**config.mk**
```make
export PLATFORM = sky130hd
export DESIGN_NAME = comparator_serial_flat
export DESIGN_NICKNAME = d
export VERILOG_FILES = /design/src/rtl/comparator_serial_if.sv /design/src/rtl/comparator_serial.sv /design/src/flat_wrapper.sv
export SDC_FILE = /design/constraint.sdc
export NUM_CORES = 1
export LEC_CHECK = 0
export ABC_AREA = 1
export CORE_ASPECT_RATIO = 1.75
export CORE_MARGIN = 3
export CORE_UTILIZATION = 35
export DETAILED_ROUTE_END_ITERATION = 8
export SYNTH_ARGS = -nofsm -noshare
export SYNTH_HDL_FRONTEND = slang
export SYNTH_SLANG_ARGS = --single-unit
```
**constraint.sdc**
```tcl
create_clock -name clk -period 2.8 [get_ports clk]
set_input_delay 0.56 -clock clk [delete_from_list [all_inputs] [get_ports clk]]
set_output_delay 0.56 -clock clk [all_outputs]
set_load 0.02 [all_outputs]
```
**src/rtl/comparator_serial_if.sv**
```systemverilog
// Operand/result handshake bundle for the bit-serial magnitude comparator.
interface comparator_serial_if #(
  parameter int WIDTH = 8
);
  logic             in_valid;
  logic             in_ready;
  logic [WIDTH-1:0] a;
  logic [WIDTH-1:0] b;
  logic             out_valid;
  logic             out_ready;
  logic             l;
  logic             g;
  logic             e;

  modport master (
    output in_valid, a, b, out_ready,
    input  in_ready, out_valid, l, g, e
  );

  modport slave (
    input  in_valid, a, b, out_ready,
    output in_ready, out_valid, l, g, e
  );
endinterface

```
**src/rtl/comparator_serial.sv**
```systemverilog
// Bit-serial unsigned magnitude comparator: MSB-first, first differing bit pair
// decides, one-hot l/g/e result held until consumed.
module comparator_serial #(
  parameter int WIDTH = 8
) (
  input  logic                clk,
  input  logic                rst,
  comparator_serial_if.slave  bus
);

  localparam int CW = $clog2(WIDTH);

  typedef enum logic [1:0] {
    IDLE  = 2'd0,
    SHIFT = 2'd1,
    DONE  = 2'd2
  } state_t;

  // 1-bit compare cell, returns {a<b, a>b}; equality is the absence of both.
  function automatic logic [1:0] cmp_cell(input logic x, input logic y);
    return {~x & y, x & ~y};
  endfunction

  state_t           state_r;
  logic [WIDTH-1:0] sa_r;
  logic [WIDTH-1:0] sb_r;
  logic [CW-1:0]    cnt_r;
  logic             decided_r;
  logic             lt_r;
  logic             gt_r;
  logic             in_ready_r;
  logic             out_valid_r;
  logic             l_r;
  logic             g_r;
  logic             e_r;

  logic [1:0]       cell_s;
  logic             decided_nx_s;
  logic             lt_nx_s;
  logic             gt_nx_s;

  // Decision update for the current MSB pair; only the first difference counts.
  always_comb begin
    cell_s       = cmp_cell(sa_r[WIDTH-1], sb_r[WIDTH-1]);
    decided_nx_s = decided_r;
    lt_nx_s      = lt_r;
    gt_nx_s      = gt_r;
    if (!decided_r && (cell_s != 2'b00)) begin
      decided_nx_s = 1'b1;
      lt_nx_s      = cell_s[1];
      gt_nx_s      = cell_s[0];
    end else begin
      decided_nx_s = decided_r;
      lt_nx_s      = lt_r;
      gt_nx_s      = gt_r;
    end
  end

  // Control FSM with datapath and registered handshake/result outputs.
  always_ff @(posedge clk or posedge rst) begin
    if (rst) begin
      state_r     <= IDLE;
      sa_r        <= {WIDTH{1'b0}};
      sb_r        <= {WIDTH{1'b0}};
      cnt_r       <= {CW{1'b0}};
      decided_r   <= 1'b0;
      lt_r        <= 1'b0;
      gt_r        <= 1'b0;
      in_ready_r  <= 1'b1;
      out_valid_r <= 1'b0;
      l_r         <= 1'b0;
      g_r         <= 1'b0;
      e_r         <= 1'b0;
    end else begin
      case (state_r)
        IDLE: begin
          out_valid_r <= 1'b0;
          l_r         <= 1'b0;
          g_r         <= 1'b0;
          e_r         <= 1'b0;
          if (bus.in_valid) begin
            sa_r       <= bus.a;
            sb_r       <= bus.b;
            cnt_r      <= CW'(WIDTH - 1);
            decided_r  <= 1'b0;
            lt_r       <= 1'b0;
            gt_r       <= 1'b0;
            in_ready_r <= 1'b0;
            state_r    <= SHIFT;
          end else begin
            in_ready_r <= 1'b1;
            state_r    <= IDLE;
          end
        end
        SHIFT: begin
          sa_r      <= {sa_r[WIDTH-2:0], 1'b0};
          sb_r      <= {sb_r[WIDTH-2:0], 1'b0};
          decided_r <= decided_nx_s;
          lt_r      <= lt_nx_s;
          gt_r      <= gt_nx_s;
          // The result is published straight from the next-state flags so
          // out_valid rises on the same edge as the final bit is examined.
          if (cnt_r == {CW{1'b0}}) begin
            out_valid_r <= 1'b1;
            l_r         <= lt_nx_s;
            g_r         <= gt_nx_s;
            e_r         <= ~decided_nx_s;
            state_r     <= DONE;
          end else begin
            cnt_r   <= cnt_r - {{(CW-1){1'b0}}, 1'b1};
            state_r <= SHIFT;
          end
        end
        DONE: begin
          if (bus.out_ready) begin
            out_valid_r <= 1'b0;
            l_r         <= 1'b0;
            g_r         <= 1'b0;
            e_r         <= 1'b0;
            in_ready_r  <= 1'b1;
            state_r     <= IDLE;
          end else begin
            state_r <= DONE;
          end
        end
        default: begin
          state_r     <= IDLE;
          in_ready_r  <= 1'b1;
          out_valid_r <= 1'b0;
          l_r         <= 1'b0;
          g_r         <= 1'b0;
          e_r         <= 1'b0;
        end
      endcase
    end
  end

  assign bus.in_ready  = in_ready_r;
  assign bus.out_valid = out_valid_r;
  assign bus.l         = l_r;
  assign bus.g         = g_r;
  assign bus.e         = e_r;

endmodule

```
**src/flat_wrapper.sv**
```systemverilog
// flat-port wrapper written by rule: the top's interface ports become plain ports
module comparator_serial_flat 
#(
  parameter int WIDTH = 8
)
  (clk, rst, bus_in_valid, bus_a, bus_b, bus_out_ready, bus_in_ready, bus_out_valid, bus_l, bus_g, bus_e);
  comparator_serial_if #(.WIDTH(WIDTH)) bus_i ();
  input  logic clk;
  input  logic rst;
  input wire logic [$bits(bus_i.in_valid)-1:0] bus_in_valid;
  input wire logic [$bits(bus_i.a)-1:0] bus_a;
  input wire logic [$bits(bus_i.b)-1:0] bus_b;
  input wire logic [$bits(bus_i.out_ready)-1:0] bus_out_ready;
  output wire logic [$bits(bus_i.in_ready)-1:0] bus_in_ready;
  output wire logic [$bits(bus_i.out_valid)-1:0] bus_out_valid;
  output wire logic [$bits(bus_i.l)-1:0] bus_l;
  output wire logic [$bits(bus_i.g)-1:0] bus_g;
  output wire logic [$bits(bus_i.e)-1:0] bus_e;
  assign bus_i.in_valid = bus_in_valid;
  assign bus_i.a = bus_a;
  assign bus_i.b = bus_b;
  assign bus_i.out_ready = bus_out_ready;
  assign bus_in_ready = bus_i.in_ready;
  assign bus_out_valid = bus_i.out_valid;
  assign bus_l = bus_i.l;
  assign bus_g = bus_i.g;
  assign bus_e = bus_i.e;
  comparator_serial #(.WIDTH(WIDTH)) u_core (.clk(clk), .rst(rst), .bus(bus_i));
endmodule
```
# Yosys cells after proc, flatten, opt, wreduce, memory -nomap -nowiden
# Index checks and enable logic that the tools add are counted.
[totals]
ff_bits = 29
elab_cells = 65
out_inout_bits = 5
[classes]
bitwise = 6
n_addsub = 1
n_eq_ne = 6
n_reduce_logical = 10
muxes = 30
[op_table]
columns = ["op", "count"]
rows = [
  ["8-bit case mux with 2 select lines", 2],
  ["8-bit two-way mux", 2],
  ["1-bit case mux with 2 select lines", 7],
  ["1-bit two-way mux", 12],
  ["3-bit two-way mux", 2],
  ["2-bit != test, second input constant", 3],
  ["2-bit case mux with 3 select lines", 1],
  ["3-bit case mux with 2 select lines", 1],
  ["2-bit AND reduction", 3],
  ["2-bit two-way mux", 2],
  ["1-bit NOT", 4],
  ["2-bit nonzero test", 2],
  ["3-bit zero test", 1],
  ["1-bit case mux with 3 select lines", 1],
  ["3-bit AND reduction", 1],
  ["3-bit by 1-bit subtractor with 3-bit output, second input constant", 1],
  ["1-bit bitwise AND", 2],
  ["2-bit by 1-bit equality test with 1-bit output, second input constant", 1],
  ["2-bit equality test, second input constant", 1],
  ["2-bit zero test", 1],
  ["2-bit by 1-bit != test with 1-bit output, second input constant", 1],
  ["1-bit logical AND", 1],
  ["1-bit zero test", 1],
]

# Depth between registers and ports, before layout
[depth]
word_depth = 8
ltp_mapped = 8

# Worst setup path before layout
# Ideal clock, no wire load.
[synth_timing]
path_kind = "reg-to-reg"
start = "register u_core.cnt_r[0]"
end = "register u_core.g_r (netlist: u_core.bus.g)"
arrival_ns = 1.054
stages_incl_launch_ff = 8
path_buffers = 0
setup_slack_ns = 1.622
t_required_ns = 2.677
path_cell_list = "dfrtp_1 -> inv_1 -> ha_1 -> ha_1 -> inv_1 -> nand2_1 -> nand2_1 -> o21ai_1"
[synth_via]
elab_chain_cells = 3
[synth_rtl]
columns = ["element", "line_no", "text"]
rows = [
  ["start, declared", "comparator_serial.sv:27", "logic [CW-1:0] cnt_r;"],
  ["start signal, assigned", "comparator_serial.sv:65", "cnt_r <= {CW{1'b0}};"],
  ["start signal, assigned", "comparator_serial.sv:84", "cnt_r <= CW'(WIDTH - 1);"],
  ["start signal, assigned", "comparator_serial.sv:110", "cnt_r <= cnt_r - {{(CW-1){1'b0}}, 1'b1};"],
  ["3-bit zero test", "comparator_serial.sv:103", "if (cnt_r == {CW{1'b0}}) begin"],
  ["2-bit by 1-bit != test with 1-bit output (no source line)", "--", ""],
  ["2-bit AND reduction (no source line)", "--", ""],
  ["end signal, assigned", "comparator_serial.sv:106", "g_r <= gt_nx_s;"],
  ["end, declared", "comparator_serial.sv:34", "logic g_r;"],
]
# No other way between the ends.
# A chain may end at the register's enable or synchronous reset.

# Worst setup path in the final report
[layout_timing]
start = "register u_core.in_ready_r (netlist: u_core.bus.in_ready)"
end = "output bus_in_ready"
[layout_rtl]
columns = ["element", "line_no", "text"]
rows = [
  ["start, declared", "comparator_serial.sv:31", "logic in_ready_r;"],
  ["start signal, assigned", "comparator_serial.sv:69", "in_ready_r <= 1'b1;"],
  ["start signal, assigned", "comparator_serial.sv:88", "in_ready_r <= 1'b0;"],
  ["start signal, assigned", "comparator_serial.sv:91", "in_ready_r <= 1'b1;"],
  ["end, declared", "flat_wrapper.sv:14", "output wire logic [$bits(bus_i.in_ready)-1:0] bus_in_ready;"],
]
# No word-level cell between the ends.

==> flow_metrics.env <==
export IMPL_status="finished clean"
export IMPL_layout_drive_gt1_share=0.178
export IMPL_timing_final_ws_setup_ns=0.839
export IMPL_htree_levels=2
export IMPL_fp_dieH_um=90.8
export IMPL_grt_antenna_before_repair=0
export IMPL_crit_cells=1
export IMPL_vias_per_cell=4.60
export IMPL_crit_fanout=2
export IMPL_timing_rr_start="u_core.state_r[0]"
export IMPL_hpwlAfterDp_um=2090
export IMPL_max_clock_freq_mhz=510
export IMPL_dr_total_vias=1099
export IMPL_yosysMostFrequentCell="nand2_1"
export IMPL_dr_pass1_iters=4
export IMPL_cts_hold_buf=0
export IMPL_period_share=0.701
export IMPL_ys_seq_area_frac=0.505
export IMPL_critPathKind="reg2out"
export IMPL_wl_met1_um=1150
export IMPL_critPathCaptureType="output port"
export IMPL_ys_async_sr_fraction=1.00
export IMPL_drc=0
export IMPL_cts_tree="done"
export IMPL_ios=25
export IMPL_fin_nets=214
export IMPL_ff2ff_path_depth=5
export IMPL_skew_ns=0.00603
export IMPL_portBuffers=24
export IMPL_wl_met2_um=1550
export IMPL_routed_top_layer="met4"
export IMPL_start_util=0.369
export IMPL_powerDensity_nw_per_um2=1130
export IMPL_syn_area_um2=1440
export IMPL_dieArea_um2=4950
export IMPL_crit_required_ns=2.24
export IMPL_synth_area_leader_cell="dfrtp_1"
export IMPL_worst_slew_pin_slew_ns=0.548
export IMPL_ant_nets=0
export IMPL_setup_tns_ns=0
export IMPL_place_ws_ns=1.04
export IMPL_die_w_um=54.5
export IMPL_synth_edf_count=0
export IMPL_core_area_um2=3900
export IMPL_avgSynthCellArea_um2=8.83
export IMPL_crit_buf_inv=1
export IMPL_cp_endpoint="bus_in_ready"
export IMPL_clk_path_buf_depth=2
export IMPL_grt_pass1_vias=1234
export IMPL_fillers=416
export IMPL_cts_resized=0
export IMPL_setup_viol=0
export IMPL_clk_pin_slew_ns=0.06
export IMPL_wl_per_cell_um=12.1
export IMPL_vdd_ir_drop_worst_v=0.000687
export IMPL_rr_endpoint="u_core.bus.l"
export IMPL_final_hold_viol_count=0
export IMPL_relSlewSlack=0.634
export IMPL_insertion_delay_ns=0.28
export IMPL_cts_sinks=29
export IMPL_syn_nets=187
export IMPL_netlist_instances=163
export IMPL_cts_setup_buffers=0
export IMPL_design_area_um2=1800
export IMPL_min_path_type="reg2reg"
export IMPL_row_count=30
export IMPL_synth_area_leaders="dfrtp_1, o21ai_2, nand2_1, o21ai_0, nor2_1"
export IMPL_slowest_stage="clkdlybuf4s50_1"
export IMPL_p_leak_nw=0.851
export IMPL_whs_ns=0.466
export IMPL_wirelength_um=2900
export IMPL_ys_flop_type="dfrtp_1"
export IMPL_yosysUniqueCellTypes=19
export IMPL_cpPeakStageDelay_ns=0.60
export IMPL_wl_met3_um=137
export IMPL_rsz0062_at_grt="no"
export IMPL_place_congestion=0.720
export IMPL_cts_root_buf="clkbuf_8"
export IMPL_antenna_cells=0
export IMPL_synth_top_area_share=0.487
export IMPL_grt_max_degree=30
export IMPL_synth_seq_cells=29
export IMPL_grt_util_all_layers=0.143
export IMPL_dpl_cell_area_um2=1700
export IMPL_period_minus_slack_ns=1.96
export IMPL_dp_cells=231
export IMPL_slew_violations=0
export IMPL_r2r_setup_slack_ns=1.25
export IMPL_drt_iter0_drc=36
export IMPL_arrival_ns=1.40
export IMPL_critPathTopFamily="buffers and inverters"
export IMPL_syn_to_final_growth_pct=25.0
export IMPL_final_cells=239
export IMPL_numCtsBuffers=5
export IMPL_drv_cap=0
export IMPL_grt_remaining_overflow=0
export IMPL_grt_pass1_wl_um=5290
export IMPL_startpoint_type="flop"
export IMPL_yosys_warnings=0
export IMPL_crit_chain="clkdlybuf4s50_1"
export IMPL_cp_startpoint="u_core.bus.in_ready"
export IMPL_synthTopCellsByCount="nand2_1, dfrtp_1, nor2_1, inv_1, o21ai_0"
==> logic make-up (layout without fill, tap and decap cells) <==
logic type / count (synthesis) / in the layout / synth area share
flip-flops: 29 / 29 / 0.505
buffers and inverters: 26 / 54 / 0.0904
adder cells (fa/ha/maj): 4 / 4 / 0.0348
AND/OR/NAND/NOR: 64 / 64 / 0.189
AO/OA/AOI/OAI: 40 / 40 / 0.181
==> cells in the final DEF, fill, tap and decap left out <==
master,n
buf_4,1
clkinv_2,1
o21ai_0,17
dfrtp_1,28
inv_1,18
inv_4,1
nor2_4,1
o21ai_1,6
ha_1,4
nand2_4,2
nand3_1,2
nand2_1,35
dfstp_2,1
nand2_2,2
inv_2,2
nor2_1,21
clkbuf_8,7
clkdlybuf4s50_1,24
o21ai_2,16
a21oi_1,1
nor3_1,1
==> state kept, by name, summed over array words and instances, names as in the netlist, 2 cells and up <==
name	count
u_core.cnt_r	3
u_core.sa_r	8
u_core.sb_r	8
u_core.state_r	2
==> per-layer routing <==
| layer | vias up | global-route usage |
|---|---|---|
| li1 | 564 | - |
| met1 | 507 | 0.156 |
| met2 | 22 | 0.241 |
| met3 | 6 | 0.0430 |
| met4 | 0 | 0.0624 |
| met5 | - | 0 |
==> how the worst min path moves through the flow <==
stage	start	end	cells past startpoint
after CTS	u_core.bus.in_ready	u_core.bus.in_ready	2
after detailed placement	u_core.bus.in_ready	u_core.bus.in_ready	2
after global placement	u_core.bus.in_ready	u_core.bus.in_ready	2
final	u_core.bus.in_ready	u_core.bus.in_ready	2
after floorplan	u_core.sa_r[4]	u_core.sa_r[4]	2
after global routing	u_core.bus.in_ready	u_core.bus.in_ready	2
==> power by group <==
part	total [mW]	leakage (nW)	switching, mW	internal [mW]
clock network	0.378	0.0542	0.156	0.222
registers	0.728	0.352	0.107	0.621
logic	0.934	0.445	0.583	0.351
==> through the flow <==
stage	utilization	total power, mW
global route	0.461	2.24
global placement	0.435	1.64
detailed placement	0.435	1.69
finish	0.461	2.04
CTS	0.461	2.08
floorplan	-	1.50
==> cell type report <==
cell class                      count  area (µm²)  share of cell area
Tap cell                           48        60.1              0.0334
Inverter                           21        81.3              0.0452
Clock buffer                        7        96.3              0.0535
Sequential cell                    29         727               0.404
Multi-Input combinational cell    108         582               0.323
Timing Repair Buffer               25         248               0.138
Clock inverter                      1        5.00             0.00278
Power figures use the tool's default switching activity.
==> RTL change 1: new RTL, config.mk and constraints unchanged <==
`WIDTH` is set to 8 in 3 places; all go to 16.
--- a/src/rtl/comparator_serial_if.sv
+++ b/src/rtl/comparator_serial_if.sv
@@ -2,3 +2,3 @@
 interface comparator_serial_if #(
-  parameter int WIDTH = 8
+  parameter int WIDTH = 16
 );
--- a/src/rtl/comparator_serial.sv
+++ b/src/rtl/comparator_serial.sv
@@ -3,3 +3,3 @@
 module comparator_serial #(
-  parameter int WIDTH = 8
+  parameter int WIDTH = 16
 ) (
--- a/src/flat_wrapper.sv
+++ b/src/flat_wrapper.sv
@@ -3,3 +3,3 @@
 #(
-  parameter int WIDTH = 8
+  parameter int WIDTH = 16
 )
Interface: changed (resized bus_a and bus_b); port bits go from 25 to 41. The function was not compared with the original's and may differ.
==> RTL change 1 against the unedited design <==
- design area grew 68%
- sequential share of layout area down 2.3 points
- sequential cell count grew 17
- wire length rose by 61%
- highest routed layer unchanged
- worst setup slack better by 0.00089 ns
- synthesized area increased by 69%
- total power up 73%
- final cell count up 71%
==> RTL change 1: results (changes against the unedited design) <==
* Status: completed (unchanged)
* TritonCTS Buffers at 5 (unchanged)
* Reg-to-reg setup timing slack at 1.28 ns (was 1.25 ns)
* Placer Congestion at 0.769 (was 0.720)
* Nets at 365 (was 214)
* Layout cell share with drive strength beyond 1 at 14.4% (was 17.8%)
* Pin count of the biggest net entering global routing at 66 (was 30)
* WL final at 4.67 mm (was 2.90 mm)
* Synthesized Nets at 329 (was 187)
* Port Buffers at 40 (was 24)
* Worst r2r src: u_core.state_r[1] (was u_core.state_r[0])
* Measured slew at the worst slew-check pin at 0.589 ns (was 0.548 ns)
* Worst Path Arrival at 1.40 ns (about the same)
* Hold Path Class: reg2reg (unchanged)
* Biggest regs: u_core.sa_r: 16 flops, u_core.sb_r: 16 flops, u_core.cnt_r: 4 flops (was u_core.sa_r: 8 flops, u_core.sb_r: 8 flops, u_core.cnt_r: 3 flops)
* Vias in the first global route at 1,886 (was 1,234)
* Clk_lat worst skew at 0.28 ns (about the same)
* HPWL Detailed at 3.24 mm (was 2.09 mm)
* CTS root buf: clkbuf_16 (was clkbuf_8)
* Total GRT Usage at 13.3% (was 14.3%)
* Clock Skews at 0.00439 ns (was 0.00603 ns)
* Synth area leaders: dfrtp_1 46%, nand2_1 13%, o21ai_2 9.0%, o21ai_1 8.7%, inv_1 7.3% (was dfrtp_1 49%, o21ai_2 9.7%, nand2_1 9.1%, o21ai_0 5.9%, nor2_1 5.5%)
* Vias per Instance at 4.53 (was 4.60)
* Top delay family on crit path: buffers and inverters (unchanged)
* Initial antenna violation count at 0 (unchanged)
* Async SR Flop Fraction at 100% (unchanged)
* Violation count after the first detailed-route iteration at 79 (was 36)
* CP Max Fanout at 2 (unchanged)
* Peak supply drop at 0.646 mV (was 0.687 mV)
* First-pass GRT wire length at 8.04 mm (was 5.29 mm)
* Post-synth top cells: 85 x nand2_1, 47 x inv_1, 45 x dfrtp_1 (was 35 x nand2_1, 28 x dfrtp_1, 21 x nor2_1)
* Hold Crit Start: u_core.bus.in_ready (unchanged)
* Antenna diodes at 0 (unchanged)
* Pleak at 1.43 nW (was 0.851 nW)
* Synth cell types at 19 (unchanged)
* Sequential fraction of the synthesis area at 47.5% (was 50.5%)
RTL change 1: cell types whose count changed after synthesis, sizes merged, moves of 8 or more:
cell	delta
nand2	+51
inv	+29
o21ai	+30
nor2	-15
dfrtp	+17
buf	+8
RTL change 1: path summary, 6_finish.rpt:
kind / endpoint / cells after the start
worst max-delay path: bus_in_ready / 1
worst min-delay path: u_core.bus.in_ready / 2
worst max register to register: u_core.sa_r[8] / 6
worst min register to register: u_core.bus.in_ready / 2
max in group asynchronous: u_core.sb_r[4] / 3
min in group asynchronous: u_core.sa_r[4] / 3
RTL change 1: per-stage QoR:
stage	setup slack [ns]	cells	hold slack [ns]	cell area [sq um]	utilization, %
2_1_floorplan	1.15	290	0.465	2430	-
3_3_place_gp	0.950	401	0.461	2830	42.6
3_5_place_dp	0.944	401	0.466	2830	42.6
4_1_cts	0.823	409	0.478	3020	45.6
5_1_grt	0.800	409	0.506	3020	45.6
6_report	0.839	409	0.472	3020	45.6
RTL change 1: cell type report:
cell class / instances / area [sq um]
Fill cell: 694 / 3610
Sequential cell: 46 / 1150
Multi-Input combinational cell: 180 / 932
Timing Repair Buffer: 43 / 448
Inverter: 50 / 190
Clock buffer: 6 / 139
Tap cell: 82 / 103
Clock inverter: 2 / 60.1
RTL change 1: routing by layer:
layer  up-vias  wire [microns]  GRT usage (%)  share of wire, %
met5         -               0              0                 0
met2        28            2480           23.3                53
met3         8             187           3.27               4.0
met1       845            1880           14.7                40
met4         0             124           5.86               2.7
li1        970               -              -                 -
RTL change 1: cells by family (layout without fill, tap and decap cells):
group / after synthesis / count (layout) / share of synthesized area (%)
adders and majority gates: 3 / 3 / 1.55
and+or+nand+nor: 106 / 106 / 18.3
DFF: 46 / 46 / 47.5
buffers and inverters: 64 / 101 / 14.1
AOI/OAI and AO/OA: 71 / 71 / 18.6
RTL change 1: power by group:
group          switching [W]  leakage, nW  internal (W)
Sequential          0.000101        0.576      0.000970
Clock               0.000243       0.0971      0.000536
Combinational        0.00105        0.761      0.000624
==> RTL change 2: new RTL, same settings <==
Without the edit above. Encoding of `state_t`: now one-hot (3 bits for 3 states).
--- a/src/rtl/comparator_serial.sv
+++ b/src/rtl/comparator_serial.sv
@@ -12,6 +12,6 @@
 
-  typedef enum logic [1:0] {
-    IDLE  = 2'd0,
-    SHIFT = 2'd1,
-    DONE  = 2'd2
+  typedef enum logic [2:0] {
+    IDLE  = 3'b001,
+    SHIFT = 3'b010,
+    DONE  = 3'b100
   } state_t;
Formal check against the unedited RTL: same outputs for any inputs over 10 cycles, from zero or initial values and one cycle with rst high; not proved beyond that.
==> RTL change 2 against the unedited design <==
- synthesized area increased by 9.2%
- clock skew rose by 0.0050 ns
- worst setup slack got worse by 0.010 ns
- sequential power up 0.5%
- die area increased by 8.4%
- design area rose by 5.5%
- wire length increased by 1.5%
- total power is 11% lower
- sequential cell count up 1
- synthesized cell count rose by 22%
- critical endpoint unchanged
- largest cell class unchanged
- largest power group is now sequential cells
- highest routed layer unchanged
==> RTL change 2: results (changes against the unedited design) <==
* HPWL Detailed at 2.00 mm (was 2.09 mm)
* Finished Layout Cells at 274 (was 239)
* Layout cell share with drive strength beyond 1 at 11.6% (was 17.8%)
* Hold Path Class: reg2reg (unchanged)
* Via Count at 1,263 (was 1,099)
* Synthesized Nets at 223 (was 187)
* Sequential fraction of the synthesis area at 47.9% (was 50.5%)
* Synth cell types at 21 (was 19)
* Avg Inst Size Synth at 7.90 sq um (was 8.83 sq um)
* Switch share at 39.5% (was 41.5%)
* Status: completed (unchanged)
* Nets at 248 (was 214)
* WL final at 2.94 mm (was 2.90 mm)
* Vias in the first global route at 1,244 (was 1,234)
* Pleak at 1.00 nW (was 0.851 nW)
* Synth area leaders: dfrtp_1 45%, nand2_1 22%, nand3_1 6.1%, dfstp_2 3.3%, inv_1 3.3% (was dfrtp_1 49%, o21ai_2 9.7%, nand2_1 9.1%, o21ai_0 5.9%, nor2_1 5.5%)
* Synth warn at 0 (unchanged)
* Measured slew at the worst slew-check pin at 0.477 ns (was 0.548 ns)
* Violation count after the first detailed-route iteration at 21 (was 36)
* Pin count of the biggest net entering global routing at 40 (was 30)
* Dpl ws at 0.884 ns (was 1.04 ns)
* Placer Congestion at 0.718 (was 0.720)
* Clock Skews at 0.0110 ns (was 0.00603 ns)
* Post-synth top cells: 93 x nand2_1, 28 x dfrtp_1, 19 x nand3_1 (was 35 x nand2_1, 28 x dfrtp_1, 21 x nor2_1)
* Total GRT Usage at 13.1% (was 14.3%)
* Dpl cells at 266 (was 231)
* Biggest regs: u_core.sa_r: 8 flops, u_core.sb_r: 8 flops (was u_core.sa_r: 8 flops, u_core.sb_r: 8 flops, u_core.cnt_r: 3 flops)
* Peak supply drop at 0.473 mV (was 0.687 mV)
* First-pass GRT wire length at 5.41 mm (was 5.29 mm)
==> RTL change 2: layer usage <==
| layer | track usage, % | vias to the layer above | routed length (microns) |
|---|---|---|---|
| met5 | 0 | - | 0 |
| li1 | - | 664 | - |
| met3 | 3.83 | 6 | 148 |
| met1 | 15.6 | 564 | 1360 |
| met4 | 7.13 | 0 | 80 |
| met2 | 21.0 | 29 | 1350 |
==> RTL change 2: path summary, 6_finish.rpt <==
path / slack [ns] / to / from
max in group asynchronous: 1.85 / u_core.bus.in_ready / rst
min: 0.48 / u_core.bus.l / u_core.bus.l
max: 0.83 / bus_in_ready / u_core.bus.in_ready
max reg2reg: 1.14 / u_core.bus.e / u_core.state_r[2]
min reg2reg: 0.48 / u_core.bus.l / u_core.bus.l
min in group asynchronous: 0.64 / u_core.gt_r / rst
==> RTL change 2: final cells by class <==
type | instances | area, sq um
flip-flops and latches | 30 | 753
multi-input cells | 143 | 669
well taps | 49 | 61.3
inverters | 18 | 67.6
fillers | 441 | 2330
repair buffers | 26 | 255
clock buffers | 7 | 86.3
clock inverters | 1 | 5.00
==> RTL change 2: logic make-up after synthesis <==
family	after synthesis	synth area share [%]
AOI/OAI and AO/OA	11	4.30
adders and majority gates	4	3.18
buffers and inverters	26	9.47
DFF	30	47.9
and+or+nand+nor	128	35.1
==> RTL change 2: per-stage QoR <==
| stage | area (sq um) | total power (W) |
|---|---|---|
| after floorplan | 1570 | 0.00133 |
| after global placement | 1810 | 0.00146 |
| after detailed placement | 1810 | 0.00147 |
| after CTS | 1900 | 0.00184 |
| after global routing | 1900 | 0.00199 |
| final | 1900 | 0.00181 |
==> RTL change 2: power groups by stage <==
stage / clock network (W) / registers (W) / logic, W
after floorplan: 0 / 0.000730 / 0.000601
after global routing: 0.000391 / 0.000757 / 0.000843
after detailed placement: 0 / 0.000739 / 0.000731
final: 0.000361 / 0.000732 / 0.000717
after CTS: 0.000372 / 0.000733 / 0.000734
after global placement: 0 / 0.000739 / 0.000722
